[src/rtl/uart_cmd_pkg.sv]
// Shared constants, types and ASCII/hex helpers for the UART command parser.
package uart_cmd_pkg;

  localparam logic [7:0] ASCII_CR = 8'h0D;
  localparam logic [7:0] ASCII_LF = 8'h0A;
  localparam logic [7:0] ASCII_L  = 8'h4C;
  localparam logic [7:0] ASCII_QM = 8'h3F;
  localparam logic [7:0] ASCII_O  = 8'h4F;
  localparam logic [7:0] ASCII_K  = 8'h4B;
  localparam logic [7:0] ASCII_E  = 8'h45;
  localparam logic [7:0] ASCII_R  = 8'h52;

  typedef enum logic [2:0] {
    S_IDLE,
    S_ARG_HI,
    S_ARG_LO,
    S_TERM_L,
    S_TERM_Q,
    S_DISCARD,
    S_RESP
  } state_t;

  typedef enum logic [1:0] {
    RESP_OK,
    RESP_ER,
    RESP_QUERY
  } resp_sel_t;

  // Element [0] is the first byte sent on the wire.
  typedef logic [3:0][7:0] resp_t;

  function automatic logic is_hex(input logic [7:0] b);
    return ((b >= 8'h30) && (b <= 8'h39)) ||
           ((b >= 8'h41) && (b <= 8'h46)) ||
           ((b >= 8'h61) && (b <= 8'h66));
  endfunction

  // Letters A-F and a-f share low nibbles 1..6, so +9 maps both cases.
  function automatic logic [3:0] hex_to_nib(input logic [7:0] b);
    if (b <= 8'h39) return b[3:0];
    return b[3:0] + 4'd9;
  endfunction

  function automatic logic [7:0] nib_to_hex(input logic [3:0] n);
    if (n < 4'd10) return {4'h3, n};
    return 8'h37 + {4'h0, n};
  endfunction

endpackage

[src/rtl/uart_resp_tx.sv]
// Four-byte response serialiser over a valid/ready byte handshake.
module uart_resp_tx
  import uart_cmd_pkg::*;
(
  input  logic       clk,
  input  logic       rst_n,
  input  logic       load,
  input  resp_t      bytes,
  input  logic       tx_ready,
  output logic [7:0] tx_data,
  output logic       tx_valid,
  output logic       done
);

  resp_t       resp_buf;
  logic [1:0]  idx;

  always_ff @(posedge clk or negedge rst_n) begin
    if (!rst_n) begin
      resp_buf <= '0;
      idx      <= 2'd0;
      tx_valid <= 1'b0;
    end else if (load) begin
      resp_buf <= bytes;
      idx      <= 2'd0;
      tx_valid <= 1'b1;
    end else if (tx_valid && tx_ready) begin
      if (idx == 2'd3) tx_valid <= 1'b0;
      else             idx      <= idx + 2'd1;
    end
  end

  assign tx_data = resp_buf[idx];
  assign done    = tx_valid && tx_ready && (idx == 2'd3);

endmodule

[src/rtl/uart_cmd_parser.sv]
// ASCII command parser: "Lhh"+T writes the LED register, "?"+T reads it back.
//
//  state     | meaning
//  ----------+---------------------------------------------------------
//  S_IDLE    | waiting for a command letter; bare terminators ignored
//  S_ARG_HI  | 'L' seen, expecting high hex digit
//  S_ARG_LO  | high nibble latched, expecting low hex digit
//  S_TERM_L  | both nibbles latched, expecting terminator
//  S_TERM_Q  | '?' seen, expecting terminator
//  S_DISCARD | malformed line, dropping bytes until terminator
//  S_RESP    | response being sent; rx bytes dropped as overrun
module uart_cmd_parser
  import uart_cmd_pkg::*;
#(
  parameter int LED_WIDTH      = 6,
  parameter int TIMEOUT_CYCLES = 27_000_000
) (
  input  logic                 clk,
  input  logic                 rst_n,
  input  logic [7:0]           rx_data,
  input  logic                 rx_valid,
  output logic [7:0]           tx_data,
  output logic                 tx_valid,
  input  logic                 tx_ready,
  output logic [LED_WIDTH-1:0] led_value,
  output logic                 led_update,
  output logic                 overrun,
  output logic                 busy
);

  localparam int CNT_W = (TIMEOUT_CYCLES > 0) ? $clog2(TIMEOUT_CYCLES + 1) : 1;
  localparam logic [CNT_W-1:0] CNT_LOAD =
    (TIMEOUT_CYCLES > 0) ? CNT_W'(TIMEOUT_CYCLES - 1) : '0;

  state_t           state;
  logic [7:0]       arg;
  logic [CNT_W-1:0] cnt;
  logic             is_term;
  logic             timed;
  logic             resp_load;
  resp_sel_t        resp_sel;
  resp_t            resp_bytes;
  logic [7:0]       led_ext;
  logic             tx_done;

  always_comb begin
    is_term   = (rx_data == ASCII_CR) || (rx_data == ASCII_LF);
    timed     = (state != S_IDLE) && (state != S_RESP);
    resp_load = 1'b0;
    resp_sel  = RESP_ER;
    if (rx_valid && is_term) begin
      case (state)
        S_ARG_HI, S_ARG_LO, S_DISCARD: resp_load = 1'b1;
        S_TERM_L: begin
          resp_load = 1'b1;
          resp_sel  = RESP_OK;
        end
        S_TERM_Q: begin
          resp_load = 1'b1;
          resp_sel  = RESP_QUERY;
        end
        default: resp_load = 1'b0;
      endcase
    end
  end

  // Query bytes are built from led_value as it stands when the terminator arrives.
  always_comb begin
    led_ext                 = '0;
    led_ext[LED_WIDTH-1:0]  = led_value;
    case (resp_sel)
      RESP_OK:    resp_bytes = {ASCII_LF, ASCII_CR, ASCII_K, ASCII_O};
      RESP_QUERY: resp_bytes = {ASCII_LF, ASCII_CR, nib_to_hex(led_ext[3:0]),
                                nib_to_hex(led_ext[7:4])};
      default:    resp_bytes = {ASCII_LF, ASCII_CR, ASCII_R, ASCII_E};
    endcase
  end

  always_ff @(posedge clk or negedge rst_n) begin
    if (!rst_n) begin
      state      <= S_IDLE;
      arg        <= 8'h00;
      cnt        <= '0;
      led_value  <= '0;
      led_update <= 1'b0;
      overrun    <= 1'b0;
    end else begin
      led_update <= 1'b0;
      overrun    <= 1'b0;
      if (rx_valid) begin
        cnt <= CNT_LOAD;
        case (state)
          S_IDLE: begin
            if (rx_data == ASCII_L)       state <= S_ARG_HI;
            else if (rx_data == ASCII_QM) state <= S_TERM_Q;
            else if (!is_term)            state <= S_DISCARD;
          end
          S_ARG_HI: begin
            if (is_hex(rx_data)) begin
              arg[7:4] <= hex_to_nib(rx_data);
              state    <= S_ARG_LO;
            end else if (is_term) state <= S_RESP;
            else                  state <= S_DISCARD;
          end
          S_ARG_LO: begin
            if (is_hex(rx_data)) begin
              arg[3:0] <= hex_to_nib(rx_data);
              state    <= S_TERM_L;
            end else if (is_term) state <= S_RESP;
            else                  state <= S_DISCARD;
          end
          S_TERM_L: begin
            if (is_term) begin
              led_value  <= arg[LED_WIDTH-1:0];
              led_update <= 1'b1;
              state      <= S_RESP;
            end else state <= S_DISCARD;
          end
          S_TERM_Q:  state <= is_term ? S_RESP : S_DISCARD;
          S_DISCARD: if (is_term) state <= S_RESP;
          S_RESP:    overrun <= 1'b1;
          default:   state <= S_IDLE;
        endcase
      end else if (timed && (TIMEOUT_CYCLES > 0)) begin
        if (cnt == '0) state <= S_IDLE;
        else           cnt   <= cnt - CNT_W'(1);
      end
      if ((state == S_RESP) && tx_done) state <= S_IDLE;
    end
  end

  assign busy = (state != S_IDLE);

  uart_resp_tx u_resp_tx (
    .clk      (clk),
    .rst_n    (rst_n),
    .load     (resp_load),
    .bytes    (resp_bytes),
    .tx_ready (tx_ready),
    .tx_data  (tx_data),
    .tx_valid (tx_valid),
    .done     (tx_done)
  );

endmodule

[config.mk]
export PLATFORM = sky130hd
export DESIGN_NAME = uart_cmd_parser
export DESIGN_NICKNAME = d
export VERILOG_FILES = /design/src/rtl/uart_cmd_pkg.sv /design/src/rtl/uart_resp_tx.sv /design/src/rtl/uart_cmd_parser.sv
export SDC_FILE = /design/constraint.sdc
export NUM_CORES = 1
export LEC_CHECK = 0
export BUFFER_PORTS_ARGS = -buffer_cell sky130_fd_sc_hd__buf_2
export CAP_MARGIN = 10
export CORE_MARGIN = 3
export CORE_UTILIZATION = 54
export DETAILED_ROUTE_END_ITERATION = 7
export PLACE_DENSITY = 0.83
export SYNTH_ARGS = -nofsm -noshare
export SYNTH_HDL_FRONTEND = slang
export SYNTH_SLANG_ARGS = --single-unit
[constraint.sdc]
create_clock -name clk -period 1.9 [get_ports clk]
set_input_delay 0.475 -clock clk [delete_from_list [all_inputs] [get_ports clk]]
set_output_delay 0.475 -clock clk [all_outputs]
set_load 0.02 [all_outputs]
==> impl_metrics.yaml, run 1 <==
status:
  status: "finished with violations"
  violations: "negative setup slack"
sta:
  period_share_pct: 108
  rsz0062_at_grt: "yes"
  finalClockSkew_ns: 0.0112
  fmax_ghz: 0.487
  slew_violations: 0
  tightest_slew_ns: 0.570
  fin_hold_ws_ns: 0.0994
  fin_crit_ns: 2.05
  setup-violations-final: 20
  finalSetupTns_ns: -1.47
  max-slew-margin-rel_pct: 61.7
  hold_viol: 0
  setup_ws_ns: -0.153
synth:
  yosys.area.top_type: "dfrtp_1"
  avgSynthCellArea_um2: 9.64
  ys.flop_type: "dfrtp_1"
  synth_edf_count: 0
  ys_warn_count: 0
  synth.top_cell.area_share_pct: 41.7
  synthCells: 361
  syn-cell-area_um2: 3480
  ys_ff_latch: 58
  syn_nets: 381
  seq_area_frac_synth_pct: 41.7
  synth_cell_types: 67
  async_flop_share_pct: 100
  synth_area_leaders: "dfrtp_1 42%, mux2_2 4.9%, mux2i_1 3.2%"
power:
  powerDensity_nw_per_um2: 932
  ir_drop_mv: 0.922
  power_leakage_nw: 2.12
  power.share.combinational_pct: 37.3
  switching_power_w: 0.00166
  power.internal_w: 0.00294
  seqPwrFrac_pct: 34.0
  swShare_pct: 36.1
  clkPwrFrac_pct: 28.7
routing:
  antenna_left: 0
  drc: 0
  routedWlPerCell_um: 21.4
  via_per_inst: 6.61
  firstDrtPassIters: 6
  drtIter0Drc: 667
  num_vias: 3638
  wirelength_um: 11800
grt:
  grt_pass1_vias: 3311
  gr-total-overflow: 0
  grt_pass1_wl_um: 16100
  track_usage_pct: 27.5
  grt_max_degree: 38
  antenna_found_initial: 0
min_path:
  hp-class: "primary input to async pin"
cells_and_area:
  diodes: 0
  nNetsFinal: 490
  layout.cells.non_filler: 550
  layout-drive-gt1-share_pct: 46.3
  synthToLayoutAreaGrowth_pct: 42.1
  final_area_um2: 4940
clocking:
  numCtsBuffers: 9
  clock_sinks: 58
  cts_tree: "done"
  clockBufferDepth: 2
  htreeDepth: 3
  hold_buffers: 0
  cts-root-buf: "clkbuf_8"
  clkTransAtPathRegs_ns: 0.08
  insertion_delay_ns: 0.36
placement:
  placed_area_um2: 4220
  place_inst: 509
  port-buffer-count: 28
  post-place-ws_ns: -0.335
  place_congestion: 0.880
  dpl.hpwl_um: 6010
floorplan:
  initial_core_util_pct: 57.1
  die_w_um: 86.3
  row_count: 28
  core_area_um2: 6100
  ioPinCount: 30
  dieArea_um2: 7440
  die_h_um: 86.3
flow_run:
  max_cap_viol_count: 0
worst_setup_path:
  start_kind: "register"
  cp.required_ns: 2.12
  crit_arrival_ns: 2.27
  critPathKind: "register to register"
  crit_fanout: 4
  end_kind: "register"
==> synth_stat cells, drive strengths merged (5+ instances only) <==
cell type / count
a21oi: 9
nor2: 26
ha: 8
buf: 9
nand2: 29
mux2i: 11
inv: 8
clkbuf: 10
o21ai: 21
nand2b: 5
nor4: 11
mux2: 15
o31ai: 5
dfrtp: 58
nor3b: 5
nor2b: 8
and3: 6
nand3: 17
or3: 13
nor3: 15
xor2: 6
or4: 7
==> worst max-delay path: stages (launching register included) <==
cell and delay (ns):
dfrtp_1 0.42, inv_1 0.12, ha_4 0.15, or3b_4 0.38, or4_4 0.47, o21ai_0 0.24
nand3_1 0.14
==> power by group through the flow <==
stage          clock network [W]  logic [W]  registers, W
3_3_place_gp                   0    0.00118       0.00155
4_1_cts                  0.00131    0.00129       0.00156
5_1_grt                  0.00138    0.00183       0.00158
3_5_place_dp                   0    0.00122       0.00157
2_1_floorplan                  0   0.000911       0.00147
6_report                 0.00132    0.00172       0.00156
==> layout make-up <==
class | instances | area [um^2]
Multi-Input combinational cell | 275 | 2220
Tap cell | 75 | 93.8
Clock inverter | 7 | 104
Timing Repair Buffer | 117 | 888
Sequential cell | 58 | 1460
Fill cell | 320 | 1150
Inverter | 9 | 51.3
Clock buffer | 9 | 124
==> what timing repair did <==
| item | CTS | global route |
|---|---|---|
| pin swaps | 8 | 9 |
| gates resized for setup | 32 | 37 |
| hold endpoints to repair | 0 | 0 |
| endpoints found under the setup margin | 23 | 42 |
| buffers inserted | 5 | 19 |
| cloned | 0 | 1 |
==> flip-flops by register name (all words and copies together) (netlist names) <==
name                cells
cnt                    25
state                   3
u_resp_tx.idx           2
led_update              1
overrun                 1
arg                     6
led_value               6
u_resp_tx.tx_valid      1
u_resp_tx.resp_buf     13
==> kinds of logic (layout without fill, tap and decap cells) <==
family / Yosys count / in the layout / share of synthesized area [%]
muxes: 26 / 26 / 8.02
buffers and inverters: 28 / 142 / 4.57
other: 1 / 1 / 0.108
AOI/OAI and AO/OA: 71 / 71 / 14.2
DFF: 58 / 58 / 41.7
xor gates and xnor gates: 10 / 10 / 2.52
adders and majority gates: 8 / 8 / 2.88
and+or+nand+nor: 159 / 159 / 25.9
==> final timing paths <==
path / start / cells after the start / to / slack, ns
hold / removal: rst_n / 1 / cnt[21] / 0.1
setup / recovery: cnt[1] / 6 / cnt[10] / -0.15
hold reg to reg: u_resp_tx.resp_buf[3] / 1 / u_resp_tx.resp_buf[3] / 0.49
setup reg to reg: cnt[1] / 6 / cnt[10] / -0.15
min in group clk: tx_ready / 3 / u_resp_tx.tx_valid / 0.41
max in group asynchronous: rst_n / 2 / u_resp_tx.idx[1] / 1.20
==> routing by layer <==
metal / GRT usage [%] / vias up / part of all wire, %
li1: - / 1552 / -
met1: 35.3 / 1752 / 39
met2: 45.0 / 257 / 48
met3: 5.99 / 77 / 7.9
met4: 11.6 / 0 / 5.7
met5: 0 / - / 0
==> layout by cell type, fill, tap and decap left out, types with 6 or more instances in the layout <==
master and instances:
buf_4 77, dfrtp_1 54, nand2_1 27, buf_2 27
nor2_1 24, o21ai_0 17, mux2_2 13, nand3_1 11
mux2i_1 11, or3_1 9, clkbuf_8 9, nor2b_1 8
buf_6 8, or4_4 7, xor2_1 6, nor3_1 6
nor4_2 6
==> through the flow <==
step           util, %  total power (W)
2_1_floorplan        -          0.00238
3_3_place_gp      69.2          0.00273
3_5_place_dp      69.2          0.00278
4_1_cts           75.9          0.00415
5_1_grt           81.1          0.00478
6_report          81.1          0.00460
(Power assumes the default switching activity.)
==> inputs of run 2 (changes only) <==
- CORE_UTILIZATION: 54 -> 56
- CTS_BUF_LIST: default -> sky130_fd_sc_hd__clkbuf_2 sky130_fd_sc_hd__clkbuf_4 sky130_fd_sc_hd__clkbuf_8
- PLACE_DENSITY: 0.83 -> 0.86
==> impl_metrics.yaml, run 2 (synthesized netlist as in run 1, its figures left out) <==
cells_and_area:
  final_common_cell: "buf_4"
  synthToLayoutAreaGrowth_pct: 44.0
  diodes: 0
  largest_register: "cnt"
  mostFrequentLayoutCells: "82 x buf_4, 57 x dfrtp_1, 27 x buf_2"
  layout-drive-gt1-share_pct: 47.5
  nNetsFinal: 499
  top_regs: "cnt x25, u_resp_tx.resp_buf x13"
  final_area_um2: 5010
  largest_reg_flops: 25
grt:
  gr-total-overflow: 0
  track_usage_pct: 29.0
  grt_max_degree: 59
  grt_pass1_wl_um: 16500
  grt_pass1_vias: 3300
  antenna_found_initial: 0
worst_setup_path:
  r2r_setup_slack_ns: -0.30
  slowest_stage: "dfrtp_1"
  crit_fanout: 5
  start_kind: "register"
  rr_endpoint: "cnt[15]"
  ff2ff_path_depth: 9
  end_kind: "register"
  cp_slowest_stage_delay_ns: 0.41
  critPathKind: "register to register"
  cp.required_ns: 2.13
  crit_chain: "buf_6 > inv_4 > ha_4 > nor3b_4 > nand3_4 > buf_12 > o311ai_4 > xor2_1 > nand2_1"
  r2r_start: "cnt[0]"
  crit_arrival_ns: 2.43
sta:
  period_share_pct: 116
  finalClockSkew_ns: 0.0104
  rsz0062_at_grt: "yes"
  max-slew-margin-rel_pct: 57.4
  hold_viol: 0
  setup-violations-final: 33
  fmax_ghz: 0.454
  slew_violations: 0
  tightest_slew_ns: 0.633
  setup_ws_ns: -0.302
  fin_crit_ns: 2.20
  finalSetupTns_ns: -4.61
placement:
  post-place-ws_ns: -0.361
  place_congestion: 0.936
  placed_area_um2: 4240
  port-buffer-count: 28
  dpl.hpwl_um: 6210
routing:
  drc: 0
  num_vias: 3760
  routedWlPerCell_um: 23.1
  via_per_inst: 6.73
  antenna_left: 0
  firstDrtPassIters: 7
  wirelength_um: 12900
  drtIter0Drc: 547
clocking:
  clkTransAtPathRegs_ns: 0.07
  cts_tree: "done"
  hold_buffers: 0
  clock_sinks: 58
  clockBufferDepth: 2
  insertion_delay_ns: 0.36
  htreeDepth: 3
  cts-root-buf: "clkbuf_8"
  numCtsBuffers: 9
power:
  clkPwrFrac_pct: 22.2
  swShare_pct: 39.0
  ir_drop_mv: 0.991
  power.share.combinational_pct: 44.7
  power_leakage_nw: 2.20
  seqPwrFrac_pct: 33.1
  powerDensity_nw_per_um2: 907
  power.internal_w: 0.00277
  switching_power_w: 0.00177
floorplan:
  die_w_um: 84.8
  core_area_um2: 5960
  ioPinCount: 30
  dieArea_um2: 7190
  die_h_um: 84.8
  row_count: 28
  initial_core_util_pct: 58.4
status:
  status: "finished with violations"
  violations: "negative setup slack"
flow_run:
  max_cap_viol_count: 0
min_path:
  hp-class: "primary input to async pin"
-- run 2: what timing repair did --
| item | CTS | global route |
|---|---|---|
| cloned | 0 | 2 |
| endpoints found under the setup margin | 27 | 42 |
| buffers inserted | 5 | 21 |
| pin swaps | 5 | 19 |
| resized for setup | 32 | 52 |
-- run 2: how the worst max path moves through the flow --
stage                    start  endpoint  slack, ns  depth (start not counted)
floorplan               cnt[2]    cnt[7]      -0.12                          5
CTS                     cnt[0]   cnt[10]      -0.13                          7
global route            cnt[0]   cnt[15]      -0.37                          9
finish                  cnt[0]   cnt[15]      -0.30                          9
global placement    rx_data[1]    arg[1]      -0.30                          8
detailed placement  rx_data[1]    arg[4]      -0.36                          9
-- run 2: critical path, delay by kind of cell (launching register included) --
| family | cells | cell delay (ns) |
|---|---|---|
| buffers and inverters | 3 | 0.38 |
| flip-flops | 1 | 0.41 |
| AO/OA/AOI/OAI | 1 | 0.41 |
| XOR/XNOR | 1 | 0.20 |
| AND/OR/NAND/NOR | 3 | 0.53 |
| adder cells (fa/ha/maj) | 1 | 0.14 |
-- run 2: area by class of cell --
type                            count  area (um^2)
Multi-Input combinational cell    275         2270
Tap cell                           75         93.8
Fill cell                         259          947
Inverter                            9         53.8
Clock buffer                        9          124
Timing Repair Buffer              126          963
Sequential cell                    58         1450
Clock inverter                      7         46.3
-- run 2: layer usage --
layer,track usage [%],part of all wire [%],vias to the layer above
met5,0,0,-
met4,14.1,5.8,0
met3,4.47,11,92
met2,47.9,46,339
met1,37.4,38,1763
li1,-,-,1566
-- run 2: per-stage QoR --
stage               util [%]  power [W]  hold slack (ns)  std cells
detailed placement      71.1    0.00284            0.489        515
global placement        71.1    0.00277            0.463        515
finish                  84.1    0.00454            0.112        559
global route            84.1    0.00470            0.133        559
CTS                     77.2    0.00392            0.123        536
floorplan                  -    0.00238            0.179        361
-- run 2: power by group through the flow --
| stage | Clock [W] | Sequential, W | Combinational [W] |
|---|---|---|---|
| 2_1_floorplan | 0 | 0.00147 | 0.000911 |
| 3_3_place_gp | 0 | 0.00150 | 0.00127 |
| 3_5_place_dp | 0 | 0.00152 | 0.00132 |
| 4_1_cts | 0.000982 | 0.00148 | 0.00146 |
| 5_1_grt | 0.00107 | 0.00150 | 0.00212 |
| 6_report | 0.00101 | 0.00150 | 0.00203 |
==> inputs of run 3 (changes only) <==
- RECOVER_POWER: default -> 100
==> impl_metrics.yaml, run 3 (synthesized netlist as in run 1, its figures left out) <==
status:
  status: "finished with violations"
  violations: "negative setup slack"
worst_setup_path:
  r2r_setup_slack_ns: -0.31
  rr_endpoint: "cnt[15]"
  path_buf_inv: 3
  end_kind: "register"
  crit_fanout: 5
  ff2ff_path_depth: 9
  cp_top_family: "simple AND/OR/NAND/NOR gates"
  crit_arrival_ns: 2.44
  critPathKind: "register to register"
  r2r_start: "cnt[0]"
  cp_slowest_stage_delay_ns: 0.42
  crit_chain: "buf_6 > inv_4 > ha_4 > nor3b_4 > nand3_4 > buf_12 > o311ai_4 > xor2_1 > nand2_1"
  cp.required_ns: 2.13
  slowest_stage: "o311ai_4"
  start_kind: "register"
sta:
  finalClockSkew_ns: 0.0104
  setup_ws_ns: -0.311
  rsz0062_at_grt: "yes"
  slew_violations: 0
  fmax_ghz: 0.452
  fin_hold_ws_ns: 0.456
  fin_crit_ns: 2.21
  tightest_slew_ns: 1.44
  setup-violations-final: 47
  hold_viol: 0
  period_share_pct: 116
  max-slew-margin-rel_pct: 4.13
placement:
  place_congestion: 0.936
  port-buffer-count: 28
  dpl.hpwl_um: 6210
  post-place-ws_ns: -0.361
clocking:
  cts-root-buf: "clkbuf_8"
  clock_sinks: 58
  cts_tree: "done"
  hold_buffers: 0
  insertion_delay_ns: 0.36
  clockBufferDepth: 2
  htreeDepth: 3
  clkTransAtPathRegs_ns: 0.07
  numCtsBuffers: 9
power:
  power_leakage_nw: 2.16
  ir_drop_mv: 0.982
  powerDensity_nw_per_um2: 912
grt:
  grt_pass1_vias: 3300
  track_usage_pct: 29.0
  antenna_found_initial: 0
  gr-total-overflow: 0
  grt_max_degree: 59
  grt_pass1_wl_um: 16500
routing:
  drtIter0Drc: 590
  firstDrtPassIters: 5
  drc: 0
  via_per_inst: 6.72
  wirelength_um: 13000
  num_vias: 3757
  routedWlPerCell_um: 23.3
  antenna_left: 0
cells_and_area:
  top_regs: "cnt x25, u_resp_tx.resp_buf x13"
  layout-drive-gt1-share_pct: 45.2
  diodes: 0
  nFillCells: 270
  synthToLayoutAreaGrowth_pct: 42.8
  mostFrequentLayoutCells: "80 x buf_4, 57 x dfrtp_1, 26 x nand2_1"
  final_common_cell: "buf_4"
  multiInputGateArea_um2: 2260
  nNetsFinal: 499
  seqCellArea_um2: 1450
  largest_register: "cnt"
  largest_reg_flops: 25
min_path:
  hold_path_end: "u_resp_tx.tx_valid"
  hold_path_depth: 3
  hp-class: "primary input to register"
  hold_path_startpoint: "tx_ready"
floorplan:
  dieArea_um2: 7190
  initial_core_util_pct: 58.4
  row_count: 28
  die_w_um: 84.8
  ioPinCount: 30
  core_area_um2: 5960
  die_h_um: 84.8
flow_run:
  max_cap_viol_count: 0
[run 3: cell count changes in the layout (fill, tap and decap cells not counted), sizes merged]
| cell | before | now |
|---|---|---|
| clkbuf | 9 | 22 |
| buf | 126 | 113 |
[run 3: report_power, final]
group          leakage (nW)  total, W  switching [W]  internal [W]
logic                  1.39   0.00202        0.00109      0.000928
registers             0.680   0.00150       0.000131       0.00137
clock network        0.0810   0.00101       0.000540      0.000466
total                  2.16   0.00453        0.00176       0.00276
[run 3: what timing repair did]
item                                    4_1_cts  5_1_grt
endpoints found under the hold margin         0        0
endpoints found under the setup margin       27       42
gates cloned                                  0        2
resized for setup                            32       52
pin swaps                                     5       19
setup buffers                                 5       21
[run 3: worst max-delay path by stage]
stage | startpoint | to | slack, ns | depth (start not counted)
floorplan | cnt[2] | cnt[7] | -0.12 | 5
global placement | rx_data[1] | arg[1] | -0.30 | 8
detailed placement | rx_data[1] | arg[4] | -0.36 | 9
CTS | cnt[0] | cnt[10] | -0.13 | 7
global route | cnt[0] | cnt[15] | -0.37 | 9
finish | cnt[0] | cnt[15] | -0.31 | 9
[run 3: layer usage]
layer	routed length [um]	share of wire (%)	global-route usage, %	vias up
li1	-	-	-	1568
met1	4940	38	37.4	1756
met2	6010	46	47.9	342
met3	1350	10	4.47	91
met4	707	5.4	14.1	0
met5	0	0	0	-
[run 3: area by class of cell]
class	instances	share of cell area, %
multi-input cells	275	45.6
flip-flops and latches	58	29.3
repair buffers	126	18.8
clock buffers	9	2.49
well taps	75	1.89
inverters	9	1.08
clock inverters	7	0.932
[run 3: metrics by stage]
step                      instance area, um^2  instances  TNS [ns]  total power (W)  utilization (%)
after global placement                   4240        515     -4.66          0.00277             71.1
after floorplan                          3600        361    -0.517          0.00238                -
after global routing                     4970        559    -10.13          0.00469             83.4
after detailed placement                 4240        515     -6.56          0.00284             71.1
after CTS                                4600        536     -1.22          0.00392             77.2
final                                    4970        559     -6.00          0.00453             83.4
[run 3: tightest hold or removal path, delay by kind of cell]
family,cells,cell delay (ns)
buffers and inverters,1,0.12
AO/OA/AOI/OAI,1,0.11
AND/OR/NAND/NOR,1,0.06
